File: src/rtl/fetch_queue_pkg.sv
// Shared constants for the fetch queue: default bus widths and entry field packing.
package fetch_queue_pkg;

   localparam int unsigned NPC_ADDR_BUS = 32;
   localparam int unsigned NPC_DATA_BUS = 32;

   // Entry layout, LSB first: pvalid, ptaken, ptarget, inst, pc.
   localparam int unsigned PVALID_BIT  = 0;
   localparam int unsigned PTAKEN_BIT  = 1;
   localparam int unsigned PTARGET_LSB = 2;

   function automatic int unsigned inst_lsb(int unsigned aw);
      return aw + 2;
   endfunction

   function automatic int unsigned pc_lsb(int unsigned aw, int unsigned dw);
      return aw + dw + 2;
   endfunction

   function automatic int unsigned entry_width(int unsigned aw, int unsigned dw);
      return 2 * aw + dw + 2;
   endfunction

endpackage

File: src/rtl/fetch_queue_ram.sv
// Entry storage for the fetch queue: synchronous write port, combinational read port.
module fetch_queue_ram #(
   parameter int unsigned DEPTH = 4,
   parameter int unsigned WIDTH = 98,
   parameter int unsigned PTR_W = 2
) (
   input  logic             i_clock,
   input  logic             i_wr_en,
   input  logic [PTR_W-1:0] i_wr_addr,
   input  logic [WIDTH-1:0] i_wr_data,
   input  logic [PTR_W-1:0] i_rd_addr,
   output logic [WIDTH-1:0] o_rd_data
);

   logic [WIDTH-1:0] r_mem [DEPTH];

   always_ff @(posedge i_clock) begin
      if (i_wr_en) begin
         r_mem[i_wr_addr] <= i_wr_data;
      end
   end

   assign o_rd_data = r_mem[i_rd_addr];

endmodule

File: src/rtl/fetch_queue.sv
// Instruction fetch queue between the fetch pipeline and decode.
// Define FETCH_QUEUE_BYPASS_EN to let an empty queue forward its input in the same cycle.
module fetch_queue
   import fetch_queue_pkg::*;
#(
   parameter int unsigned DEPTH  = 4,
   parameter int unsigned ADDR_W = NPC_ADDR_BUS,
   parameter int unsigned DATA_W = NPC_DATA_BUS
) (
   input  logic                     clock,
   input  logic                     reset,
   input  logic                     valid_pre_i,
   output logic                     ready_pre_o,
   input  logic [ADDR_W-1:0]        pc_i,
   input  logic [DATA_W-1:0]        inst_i,
   input  logic                     pvalid_i,
   input  logic                     ptaken_i,
   input  logic [ADDR_W-1:0]        ptarget_i,
   output logic                     valid_post_o,
   input  logic                     ready_post_i,
   output logic [ADDR_W-1:0]        pc_o,
   output logic [DATA_W-1:0]        inst_o,
   output logic                     pvalid_o,
   output logic                     ptaken_o,
   output logic [ADDR_W-1:0]        ptarget_o,
   input  logic                     flush_i,
   output logic [$clog2(DEPTH):0]   count_o
);

   localparam int unsigned PTR_W = $clog2(DEPTH);
   localparam int unsigned CNT_W = $clog2(DEPTH) + 1;
   localparam int unsigned ENT_W = entry_width(ADDR_W, DATA_W);
   localparam int unsigned INST_LSB = inst_lsb(ADDR_W);
   localparam int unsigned PC_LSB = pc_lsb(ADDR_W, DATA_W);

   logic [PTR_W-1:0] r_head;
   logic [PTR_W-1:0] r_tail;
   logic [CNT_W-1:0] r_count;

   logic             w_ready_pre;
   logic             w_valid_post;
   logic             w_push;
   logic             w_pop;
   logic             w_bypass;
   logic             w_bypass_take;
   logic             w_wr;
   logic             w_rd;
   logic [ENT_W-1:0] w_wr_data;
   logic [ENT_W-1:0] w_rd_data;

   // Full queue refuses pushes even when popping, so ready_pre has no path from ready_post.
   assign w_ready_pre = (r_count != CNT_W'(DEPTH));

`ifdef FETCH_QUEUE_BYPASS_EN
   assign w_bypass = (r_count == '0) && valid_pre_i && !flush_i && !reset;
`else
   assign w_bypass = 1'b0;
`endif

   assign w_bypass_take = w_bypass && ready_post_i;
   assign w_push        = valid_pre_i && w_ready_pre;
   assign w_pop         = w_valid_post && ready_post_i;
   assign w_wr          = w_push && !w_bypass_take;
   assign w_rd          = w_pop && !w_bypass_take;

   assign w_wr_data = {pc_i, inst_i, ptarget_i, ptaken_i, pvalid_i};

   fetch_queue_ram #(
      .DEPTH (DEPTH),
      .WIDTH (ENT_W),
      .PTR_W (PTR_W)
   ) u_ram (
      .i_clock   (clock),
      .i_wr_en   (w_wr && !flush_i && !reset),
      .i_wr_addr (r_tail),
      .i_wr_data (w_wr_data),
      .i_rd_addr (r_head),
      .o_rd_data (w_rd_data)
   );

   always_ff @(posedge clock) begin
      if (reset || flush_i) begin
         r_head  <= '0;
         r_tail  <= '0;
         r_count <= '0;
      end else begin
         if (w_wr) begin
            r_tail <= r_tail + PTR_W'(1);
         end
         if (w_rd) begin
            r_head <= r_head + PTR_W'(1);
         end
         case ({w_wr, w_rd})
            2'b10:   r_count <= r_count + CNT_W'(1);
            2'b01:   r_count <= r_count - CNT_W'(1);
            default: r_count <= r_count;
         endcase
      end
   end

   always_comb begin
      w_valid_post = (r_count != '0);
      pc_o         = w_rd_data[PC_LSB +: ADDR_W];
      inst_o       = w_rd_data[INST_LSB +: DATA_W];
      ptarget_o    = w_rd_data[PTARGET_LSB +: ADDR_W];
      ptaken_o     = w_rd_data[PTAKEN_BIT];
      pvalid_o     = w_rd_data[PVALID_BIT];
      if (w_bypass) begin
         w_valid_post = 1'b1;
         pc_o         = pc_i;
         inst_o       = inst_i;
         ptarget_o    = ptarget_i;
         ptaken_o     = ptaken_i;
         pvalid_o     = pvalid_i;
      end
   end

   assign ready_pre_o  = w_ready_pre;
   assign valid_post_o = w_valid_post;
   assign count_o      = r_count;

endmodule
File: config.mk
export PLATFORM = sky130hd
export DESIGN_NAME = fetch_queue
export DESIGN_NICKNAME = d
export VERILOG_FILES = /design/src/rtl/fetch_queue_pkg.sv /design/src/rtl/fetch_queue_ram.sv /design/src/rtl/fetch_queue.sv
export SDC_FILE = /design/constraint.sdc
export NUM_CORES = 1
export LEC_CHECK = 0
export ABC_AREA = 1
export BUFFER_PORTS_ARGS = -buffer_cell sky130_fd_sc_hd__buf_2
export CORE_MARGIN = 2
export CORE_UTILIZATION = 55
export CTS_BUF_LIST = sky130_fd_sc_hd__clkbuf_16
export DETAILED_ROUTE_END_ITERATION = 16
export PLACE_DENSITY_LB_ADDON = 0.3
export SLEW_MARGIN = 20
export SYNTH_ARGS = -nofsm -noshare
export SYNTH_HDL_FRONTEND = slang
export SYNTH_SLANG_ARGS = --single-unit
File: constraint.sdc
create_clock -name clock -period 6.4 [get_ports clock]
set_clock_uncertainty 0.1 [all_clocks]
set_input_delay 0.64 -clock clock [delete_from_list [all_inputs] [get_ports clock]]
set_output_delay 0.64 -clock clock [all_outputs]
set_load 0.1 [all_outputs]
# [Word level (Yosys, flattened, before mapping)]
# Memory sizes are Yosys's and may differ from the RTL's. A register that Yosys moved wholly into a read port is not among the register bits.
# Cells that the tools add are included.
[word_totals] register_bits=7 latch_bits=0 mem_bits_rw=392 romBits=0 input_bits=103 wordCells=25 memories=1
[mem_list] name="u_ram.r_mem" depth=4 width=98 rd=1 rd_clocked_by_memory_dff=1 write_ports=1 line_no="fetch_queue_ram.sv:15" rtl="logic [WIDTH-1:0] r_mem [DEPTH];"
[classes] addsub=4 multipliers=0 div=0 order_cmp=0 n_eq_ne=3 n_shift=0 n_mux=5 n_bitwise=0 n_reduce_logical=9
[ops] cell="$pmux 3 s2" n=1
[ops] cell="$add 2x1->2 const B" n=2
[ops] cell="$logic_and 1x1->1" n=4
[ops] cell="$mux 2" n=2
[ops] cell="$add 3x1->3 const B" n=1
[ops] cell="$ne 3x3->1 const B" n=1
[ops] cell="$reduce_bool 3->1" n=1
[ops] cell="$sub 3x1->3 const B" n=1
[ops] cell="$eq 2x1->1 const B" n=1
[ops] cell="$eq 2x2->1 const B" n=1
[ops] cell="$logic_not 1->1" n=2
[ops] cell="$mux 1" n=2
[ops] cell="$reduce_bool 2->1" n=1
[ops] cell="$logic_or 1x1->1" n=1

# [Logic depth before layout (Yosys ltp)]
# Gate-level depths: netlist of the first run.
[logic_depth] depth_word=6 mapped_depth=13

# [Modules after synthesis]
# Synthesis of the first run repeated with hierarchy kept, for this count alone.
[unflattened] cells_unflattened=1596 hier_area_um2=16893.7
[modules_own_cells] module="fetch_queue_ram" n_inst=1 cells_each=1543 area_per_inst_um2=16487.1 seq_area_each_um2=11771.3
[modules_own_cells] module="fetch_queue" n_inst=1 cells_each=53 area_per_inst_um2=406.6 seq_area_each_um2=140.1

# [Worst setup path before layout of the first run]
# No wires, ideal clock.
[synth_path] path_kind="register -> register" from="register r_count[1] (netlist: count_o[1])" to="memory u_ram.r_mem[0][0], enable pin" setup_ns=0.556 t_arrival_ns=5.741 t_required_ns=5.744 slack_ns=0.003 path_stages_with_launch=5 path_cell_list="dfxtp_1 > nor2_1 > a21boi_0 > nand2_1 > nor2_1"
[synth_via] elab_chain_len=6
[synth_lines] element="start, declared" line_no="fetch_queue.sv:38" rtl="logic [CNT_W-1:0] r_count;"
[synth_lines] element="start signal, assigned" line_no="fetch_queue.sv:94" rtl="2'b10: r_count <= r_count + CNT_W'(1);"
[synth_lines] element="start signal, assigned" line_no="fetch_queue.sv:95" rtl="2'b01: r_count <= r_count - CNT_W'(1);"
[synth_lines] element="start signal, assigned" line_no="fetch_queue.sv:96" rtl="default: r_count <= r_count;"
[synth_lines] element="$ne 3x3->1" line_no="fetch_queue.sv:52" rtl="assign w_ready_pre = (r_count != CNT_W'(DEPTH));"
[synth_lines] element="$logic_and 1x1->1" line_no="fetch_queue.sv:61" rtl="assign w_push = valid_pre_i && w_ready_pre;"
[synth_lines] element="$logic_and 1x1->1 (2 in a row)" line_no="fetch_queue.sv:74" rtl=".i_wr_en (w_wr && !flush_i && !reset),"
[synth_lines] element="$mux 1" line_no="fetch_queue_ram.sv:18" rtl="if (i_wr_en) begin"
[synth_lines] element="$mux 1 (implied by the code)" line_no="fetch_queue_ram.sv:19" rtl="r_mem[i_wr_addr] <= i_wr_data;"
[synth_lines] element="end, declared" line_no="fetch_queue_ram.sv:15"
# Every way passes these cells.

==> results of run 1 <==
## cell families (layout without fill, tap and decap cells)
| kind of cell | count (synthesis) | in the layout | share of synthesized area [%] |
|---|---|---|---|
| compound gates | 300 | 300 | 10.8 |
| flops | 401 | 401 | 79.6 |
| other cells | 0 | 5 | 0 |
| simple gates | 231 | 231 | 5.83 |
| buf+inv | 83 | 304 | 3.17 |
| fa+ha+maj | 6 | 6 | 0.550 |
## cell type report
cell class / count / area share (%)
diodes: 5 / 0.0714
multi-input cells: 537 / 14.9
flip-flops and latches: 401 / 68.3
inverters: 19 / 0.457
repair buffers: 217 / 6.56
well taps: 341 / 2.44
clock buffers: 41 / 5.86
clock inverters: 27 / 1.41
## flip-flops by register name, summed over array words and instances (netlist names), named ones only
signal,flops
u_ram.r_mem,392
count_o,3
r_tail,2
r_head,2
## stage by stage
step / hold WS [ns] / utilization (%) / power [mW] / setup slack, ns
2_1_floorplan: 0.360 / - / 3.33 / 0.00260
3_3_place_gp: 0.370 / 60.3 / 3.43 / 2.74
3_5_place_dp: 0.388 / 60.4 / 3.43 / 2.70
4_1_cts: 0.223 / 65.1 / 5.67 / 2.17
5_1_grt: 0.230 / 65.1 / 5.79 / 1.93
6_report: 0.243 / 65.2 / 5.63 / 2.20
## routing by layer
metal | vias up | wire length (um) | share of wire (%)
met2 | 308 | 14500 | 48
li1 | 4231 | - | -
met4 | 6 | 423 | 1.4
met3 | 39 | 2110 | 7.0
met5 | - | 37 | 0.12
met1 | 4373 | 13100 | 44
## worst reg2reg max path, stage by stage, from the launching register on
cell and delay, ns:
dfxtp_1 0.37, nor2_1 0.09, a21boi_0 0.41, nand2_1 0.36, nor2_4 0.63, buf_16 0.24, buf_4 0.49
## worst max path at each step
stage                             from                            to  slack, ns  cells past startpoint
2_1_floorplan  count_o[1]$_SDFFE_PP0P_   u_ram.r_mem[0][0]$_DFFE_PP_      0.003                      4
3_5_place_dp                  register                     inst_o[6]       2.70                      5
3_3_place_gp               valid_pre_i  u_ram.r_mem[2][62]$_DFFE_PP_       2.74                      5
4_1_cts                       register                 ptarget_o[17]       2.17                      5
6_report                      register                    inst_o[23]       2.20                      4
5_1_grt                       register                 ptarget_o[22]       1.93                      4
## power breakdown
part,total (mW),internal (mW),switching (mW)
Clock,2.25,1.36,0.896
Sequential,2.93,2.91,0.0135
Combinational,0.449,0.0741,0.375
Total,5.63,4.34,1.29
## synth_stat cells
cell type / instances / area share, %
buf_2: 7 / 0.23
o21ai_1: 47 / 1.6
o21ai_0: 151 / 5.0
nand3_1: 4 / 0.13
buf_6: 15 / 1.1
nand2_1: 15 / 0.38
a21boi_0: 1 / 0.050
clkbuf_2: 2 / 0.067
nor2_1: 211 / 5.3
inv_6: 1 / 0.058
inv_2: 1 / 0.025
fa_1: 1 / 0.13
buf_4: 5 / 0.25
clkbuf_1: 34 / 0.85
a21oi_1: 3 / 0.10
nand3b_1: 1 / 0.050
ha_1: 5 / 0.42
inv_1: 17 / 0.43
o22ai_1: 98 / 4.1
buf_12: 1 / 0.13
dfxtp_1: 9 / 1.2
edfxtp_1: 392 / 78
==> results.cfg, run 1 <==
[global_route]
antenna_found_initial = 8
grt_pass1_wl_mm = 45.8
overflow = 0
grtUsageMet1_pct = 29.2
grt_pass1_vias = 8466
gr-max-usage-layer = met2
track_usage_pct = 20.6
use_met3_pct = 4.43
gr-usage-met2_pct = 32.9
grt_start_max_net_pins = 154

[detailed_routing]
ant_nets = 0
drt_pass1_iterations = 5
wl_per_cell_um = 19.0
wirelength_mm = 30.2
vias = 8957
drtIter0Drc = 809
drcViolationCount = 0
routed_via_density = 5.64

[timing]
fmax_mhz = 238
max_slew_margin_pct = 32.0
finalSetupTns_ns = 0
hold_viol = 0
fin_crit_ns = 4.20
fin_crit_sh_pct = 65.6
tightest_slew_ns = 1.02
rsz0062_at_grt = no
slew_violations = 0
setup_viol_count_final = 0

[floorplan]
core-area_mm2 = 0.0269
die_x_um = 169
die-height_um = 169
fp-row-count = 60
io_pins = 206
dieArea_mm2 = 0.0286
start_util_pct = 55.9

[placement]
place_area_mm2 = 0.0162
gp_congestion = 0.749
dp_hpwl_mm = 16.6
io_buffer_count = 205
dpl.cell_count = 1515

[worst_setup_path]
r2r_cells = 6
startpoint_type = register
arrival_ns = 3.46
worstReg2RegStart = count_o[1]$_SDFFE_PP0P_
worstPathCellList = buf_4 > o21ai_0 > o22ai_1 > buf_2
reg2reg_to = u_ram.r_mem[2][57]$_DFFE_PP_
cp-end-kind = output pin
required_ns = 5.66
crit_type = reg2out
cp_slowest_stage_delay_ns = 0.95
cp.buffers_inverters = 2
critPathMaxFanout = 110
crit_slowest_cell = dfxtp_4
cp_top_family = buffers and inverters
rrSetupSlack_ns = 3.30

[cts]
cts_tree = yes
htreeDepth = 2
cts.clk_slew.worst_paths_ns = 0.06
cts_sinks = 401
post-cts-setup-buffers = 0
clock_latency_ns = 0.51
clk_path_buf_depth = 3
cts_resized = 0
cts-root-buf = clkbuf_16
numCtsBuffers = 40
postCtsHoldBufs = 0

[layout]
fillCellCount = 1870
fin_area_mm2 = 0.0175
synthToLayoutAreaGrowth_pct = 16.7
final_cells = 1588
final_cell_mix = edfxtp_1 (392), nor2_1 (207), buf_2 (205), o21ai_0 (151), o22ai_1 (98)
mostFrequentLayoutCell = edfxtp_1
regArea_mm2 = 0.0120
multi_input_area_mm2 = 0.00262
finalNetCount = 1325
drive_gt1_share_pct = 22.4

[flow_run]
drv_cap = 0

[logic_synthesis]
syn_nets = 1130
yosys.cell_types.count = 22
synth_area_mm2 = 0.0150
yosys_warnings = 0
netlist_instances = 1021
syn_avg_cell_area_um2 = 14.7
seq_area_frac_synth_pct = 79.6
ys_ff_latch = 401

[pwr]
vdd_drop_max_uv = 213
power.density_mw_per_mm2 = 321
power_leakage_nw = 6.13

[min_path]
whs_endpoint = u_ram.r_mem[2][55]$_DFFE_PP_
whs_path_depth = 1
hp-start = inst_i[21]
hold_path_class = in2reg

[outcome]
status = finished clean
(Power assumes the default switching activity.)
==> run 2: changes to the inputs <==
--- a/config.mk
+++ b/config.mk
@@ -8,7 +8,7 @@
 export ABC_AREA = 1
 export BUFFER_PORTS_ARGS = -buffer_cell sky130_fd_sc_hd__buf_2
 export CORE_MARGIN = 2
-export CORE_UTILIZATION = 55
+export CORE_UTILIZATION = 51
 export CTS_BUF_LIST = sky130_fd_sc_hd__clkbuf_16
 export DETAILED_ROUTE_END_ITERATION = 16
 export PLACE_DENSITY_LB_ADDON = 0.3
==> constraint.sdc (replaced) <==
create_clock -name clock -period 3.54 [get_ports clock]
set_clock_uncertainty 0.1 [all_clocks]
set_input_delay 0.354 -clock clock [delete_from_list [all_inputs] [get_ports clock]]
set_output_delay 0.354 -clock clock [all_outputs]
set_load 0.1 [all_outputs]
==> run 2 against run 1 <==
Wire length up 5.1%; global-route usage down 0.36 points; clock power up 73%; utilization down 0.64 points; die area up 7.7%; register-to-register slack worse by 2.3 ns; cell area up 6.3%; combinational power up 100%; total power up 79%; critical endpoint is now pc_o[31].
==> results.cfg, run 2 (synthesis gave the netlist of run 1 again) <==
[worst_setup_path]
cp_top_family = buffers and inverters
cp-end-kind = output pin
worstPathCellList = buf_12 > o21ai_0 > o22ai_1 > buf_2
crit_type = reg2out
crit_slowest_cell = dfxtp_4
cp_slowest_stage_delay_ns = 0.66
arrival_ns = 2.77
crit_cells = 4
critPathMaxFanout = 152
startpoint_type = register
required_ns = 3.09
cp.buffers_inverters = 2
r2r_cells = 5
rrSetupSlack_ns = 1.05

[pwr]
vdd_drop_max_uv = 451
power.density_mw_per_mm2 = 542
totalPowerFinal_mw = 10.1
power_leakage_nw = 6.58

[outcome]
status = finished clean

[floorplan]
io_pins = 206
die-height_um = 176
dieArea_mm2 = 0.0308
start_util_pct = 52.0
fp-row-count = 62
die_x_um = 176
core-area_mm2 = 0.0289

[placement]
io_buffer_count = 205
gp_congestion = 0.752
dp_hpwl_mm = 16.6

[cts]
numCtsBuffers = 40
clock_latency_ns = 0.51
cts_resized = 0
cts_sinks = 401
htreeDepth = 2
clk_path_buf_depth = 3
post-cts-setup-buffers = 0
cts.clk_slew.worst_paths_ns = 0.06
cts_tree = yes
cts-root-buf = clkbuf_16

[global_route]
track_usage_pct = 20.3
overflow = 0
grt_pass1_wl_mm = 48.8
grt_pass1_vias = 9257
antenna_found_initial = 1
grt_start_max_net_pins = 153

[timing]
finalSetupTns_ns = 0
fmax_mhz = 310
setup_viol_count_final = 0
rsz0062_at_grt = no
tightest_slew_ns = 0.788
max_slew_margin_pct = 47.5
hold_viol = 0
fin_crit_sh_pct = 91.1
fin_crit_ns = 3.22
slew_violations = 0

[layout]
largest_register_ffs = 392
top_register = u_ram.r_mem
final_cell_mix = edfxtp_1 (392), nor2_1 (207), buf_2 (202), o21ai_0 (151)
drive_gt1_share_pct = 21.4
mostFrequentLayoutCell = edfxtp_1
finalNetCount = 1428
fillCellCount = 2049
synthToLayoutAreaGrowth_pct = 24.0

[detailed_routing]
ant_nets = 0
vias = 9387
wl_per_cell_um = 18.3
routed_via_density = 5.42
drt_pass1_iterations = 5
drtIter0Drc = 792
wirelength_mm = 31.7
drcViolationCount = 0

[min_path]
whs_path_depth = 3
hold_path_class = in2reg

[flow_run]
drv_cap = 0
run 2: per-stage QoR:
step / hold slack [ns] / setup WS (ns) / utilization, % / cell area [um^2] / instances
finish: 0.0351 / 0.316 / 64.5 / 18600 / 1733
global route: 0.0455 / 0.163 / 64.5 / 18600 / 1731
CTS: 0.0183 / 0.313 / 64.5 / 18600 / 1731
detailed placement: 0.382 / 0.870 / 56.9 / 16400 / 1563
global placement: 0.372 / 0.941 / 56.9 / 16400 / 1563
floorplan: 0.353 / 0.0508 / - / 15000 / 1021
run 2: final timing paths:
check                                                     to               startpoint
worst max-delay path                                pc_o[31]                 register
worst min-delay path                                register             ready_post_i
worst max register to register  u_ram.r_mem[2][86]$_DFFE_PP_  count_o[1]$_SDFFE_PP0P_
worst min register to register                      register   r_head[1]$_SDFFE_PP0P_
run 2: final cells by class:
type	count	area, um^2	area share, %
Multi-Input combinational cell	537	2620	14.0
Tap cell	384	480	2.58
Timing Repair Buffer	320	2270	12.2
Sequential cell	401	12000	64.2
Inverter	19	77.6	0.417
Antenna cell	2	5.00	0.0269
Clock inverter	29	189	1.01
Clock buffer	41	1030	5.51
run 2: tightest hold or removal path, stage by stage:
cell and delay [ns]:
buf_2 0.11, nand3_1 0.07, a21oi_1 0.07
run 2: where the power goes:
| part | total, mW | internal (mW) | switching [mW] | leakage, nW |
|---|---|---|---|---|
| clock | 3.89 | 2.24 | 1.65 | 0.610 |
| combinational | 0.919 | 0.215 | 0.704 | 2.35 |
| sequential | 5.29 | 5.27 | 0.0199 | 3.62 |
| total | 10.1 | 7.72 | 2.38 | 6.58 |
run 2: metal layers:
metal | GRT usage, % | share of wire [%] | vias up
li1 | - | - | 4427
met1 | 27.0 | 41 | 4558
met2 | 33.8 | 48 | 345
met3 | 4.59 | 8.1 | 57
met4 | 5.61 | 2.2 | 0
met5 | 0 | 0 | -
run 2: timing repair:
item                                    CTS  global route
endpoints found under the setup margin    0             0
endpoints found under the hold margin   392             0
hold buffers                             98             0
==> run 3: changes to the inputs <==
--- a/config.mk
+++ b/config.mk
@@ -7,11 +7,13 @@
 export LEC_CHECK = 0
 export ABC_AREA = 1
 export BUFFER_PORTS_ARGS = -buffer_cell sky130_fd_sc_hd__buf_2
+export CORE_ASPECT_RATIO = 0.5
 export CORE_MARGIN = 2
 export CORE_UTILIZATION = 51
 export CTS_BUF_LIST = sky130_fd_sc_hd__clkbuf_16
 export DETAILED_ROUTE_END_ITERATION = 16
 export PLACE_DENSITY_LB_ADDON = 0.3
+export RECOVER_POWER = 100
 export SLEW_MARGIN = 20
 export SYNTH_ARGS = -nofsm -noshare
 export SYNTH_HDL_FRONTEND = slang
==> run 3 against run 2 <==
Critical path depth grew 1; the flow now finishes with violations (capacitance limit, slew limit); non-clock buffer count shrank 2; register-to-register slack lost 0.70 ns.
==> results.cfg, run 3 (synthesis gave the netlist of run 1 again) <==
[outcome]
status = finished, violations left
violations = capacitance limit, slew limit

[cts]
clk_path_buf_depth = 3
cts.clk_slew.worst_paths_ns = 0.06
cts_tree = yes
clock_latency_ns = 0.51
cts-root-buf = clkbuf_16
numCtsBuffers = 36
cts_resized = 0
htreeDepth = 2
cts_sinks = 401

[global_route]
grt_pass1_wl_mm = 51.1
overflow = 0
track_usage_pct = 21.3
antenna_found_initial = 1
grt_start_max_net_pins = 165
grt_pass1_vias = 9813

[min_path]
hold_path_class = in2reg

[timing]
slew_violations = 254
fin_crit_ns = 3.24
setup_viol_count_final = 0
fin_crit_sh_pct = 91.5
rsz0062_at_grt = no
hold_viol = 0
max_slew_margin_pct = -13.8
tightest_slew_ns = 1.71
fmax_mhz = 309
finalSetupTns_ns = 0

[layout]
final_cells = 1727
drive_gt1_share_pct = 12.7
largest_register_ffs = 392
top_register = u_ram.r_mem
finalNetCount = 1422
final_cell_mix = edfxtp_1 (392), nor2_1 (207), o21ai_0 (151), clkbuf_1 (103)
synthToLayoutAreaGrowth_pct = 21.4
mostFrequentLayoutCell = edfxtp_1
final_util_pct = 62.9

[pwr]
vdd_drop_max_uv = 299
totalPowerFinal_mw = 9.68
power.density_mw_per_mm2 = 531
power_leakage_nw = 6.21

[detailed_routing]
wirelength_mm = 33.0
drcViolationCount = 0
drt_pass1_iterations = 5
vias = 9468
drtIter0Drc = 901
wl_per_cell_um = 19.1
routed_via_density = 5.48
ant_nets = 0

[floorplan]
die-height_um = 125
core-area_mm2 = 0.0290
io_pins = 206
die_x_um = 247
start_util_pct = 51.8
fp-row-count = 44
dieArea_mm2 = 0.0309

[worst_setup_path]
critPathMaxFanout = 74
startpoint_type = register
crit_type = reg2out
arrival_ns = 2.78
required_ns = 3.09
cp-end-kind = output pin

[placement]
dp_hpwl_mm = 17.4
dpl.cell_count = 1568
gp_congestion = 0.739
io_buffer_count = 205

[flow_run]
drv_cap = 3
-- run 3: layer usage --
| layer | wire length (um) | vias up | global-route usage [%] |
|---|---|---|---|
| met3 | 1610 | 66 | 3.65 |
| met1 | 13700 | 4698 | 27.0 |
| met5 | 0 | - | 0 |
| met4 | 913 | 0 | 7.51 |
| li1 | - | 4418 | - |
| met2 | 16800 | 286 | 37.3 |
-- run 3: worst max-delay path, cell delays in order, from the launching register on --
cell      delay (ns)
dfxtp_4         0.46
inv_4           0.51
buf_12          0.39
o21ai_0         0.17
o22ai_1         0.19
clkbuf_2        0.49
-- run 3: worst paths after layout --
path	startpoint	end	slack (ns)	cells past startpoint
setup / recovery	register	inst_o[2]	0.30	5
hold / removal	valid_pre_i	r_tail[1]$_SDFFE_PP0P_	0.04	4
setup reg to reg	count_o[1]$_SDFFE_PP0P_	u_ram.r_mem[2][48]$_DFFE_PP_	0.35	5
hold reg to reg	r_tail[1]$_SDFFE_PP0P_	r_tail[1]$_SDFFE_PP0P_	0.43	2
-- run 3: cell type report --
cell class,instances,area (um^2)
flip-flops and latches,401,12000
fillers,2213,10700
multi-input cells,537,2620
repair buffers,318,2060
clock buffers,37,926
well taps,391,489
clock inverters,23,103
inverters,19,73.8
diodes,1,2.50
-- run 3: report_power, final --
group / total, mW / switching (mW) / internal, mW
Clock: 3.49 / 1.60 / 1.89
Combinational: 0.901 / 0.710 / 0.191
Sequential: 5.29 / 0.0187 / 5.27
Total: 9.68 / 2.33 / 7.35
-- run 3: timing repair --
| item | in CTS | in global routing |
|---|---|---|
| hold buffers | 98 | 0 |
| endpoints found under the hold margin | 392 | 0 |
| setup buffers | 0 | 0 |
-- run 3: per-stage QoR --
stage / hold WS, ns / setup slack, ns / area [um^2]
2_1_floorplan: 0.353 / 0.0508 / 15000
3_3_place_gp: 0.402 / 0.976 / 16400
3_5_place_dp: 0.426 / 0.920 / 16400
4_1_cts: 0.0149 / 0.367 / 18400
5_1_grt: 0.0465 / 0.106 / 18200
6_report: 0.0431 / 0.301 / 18200
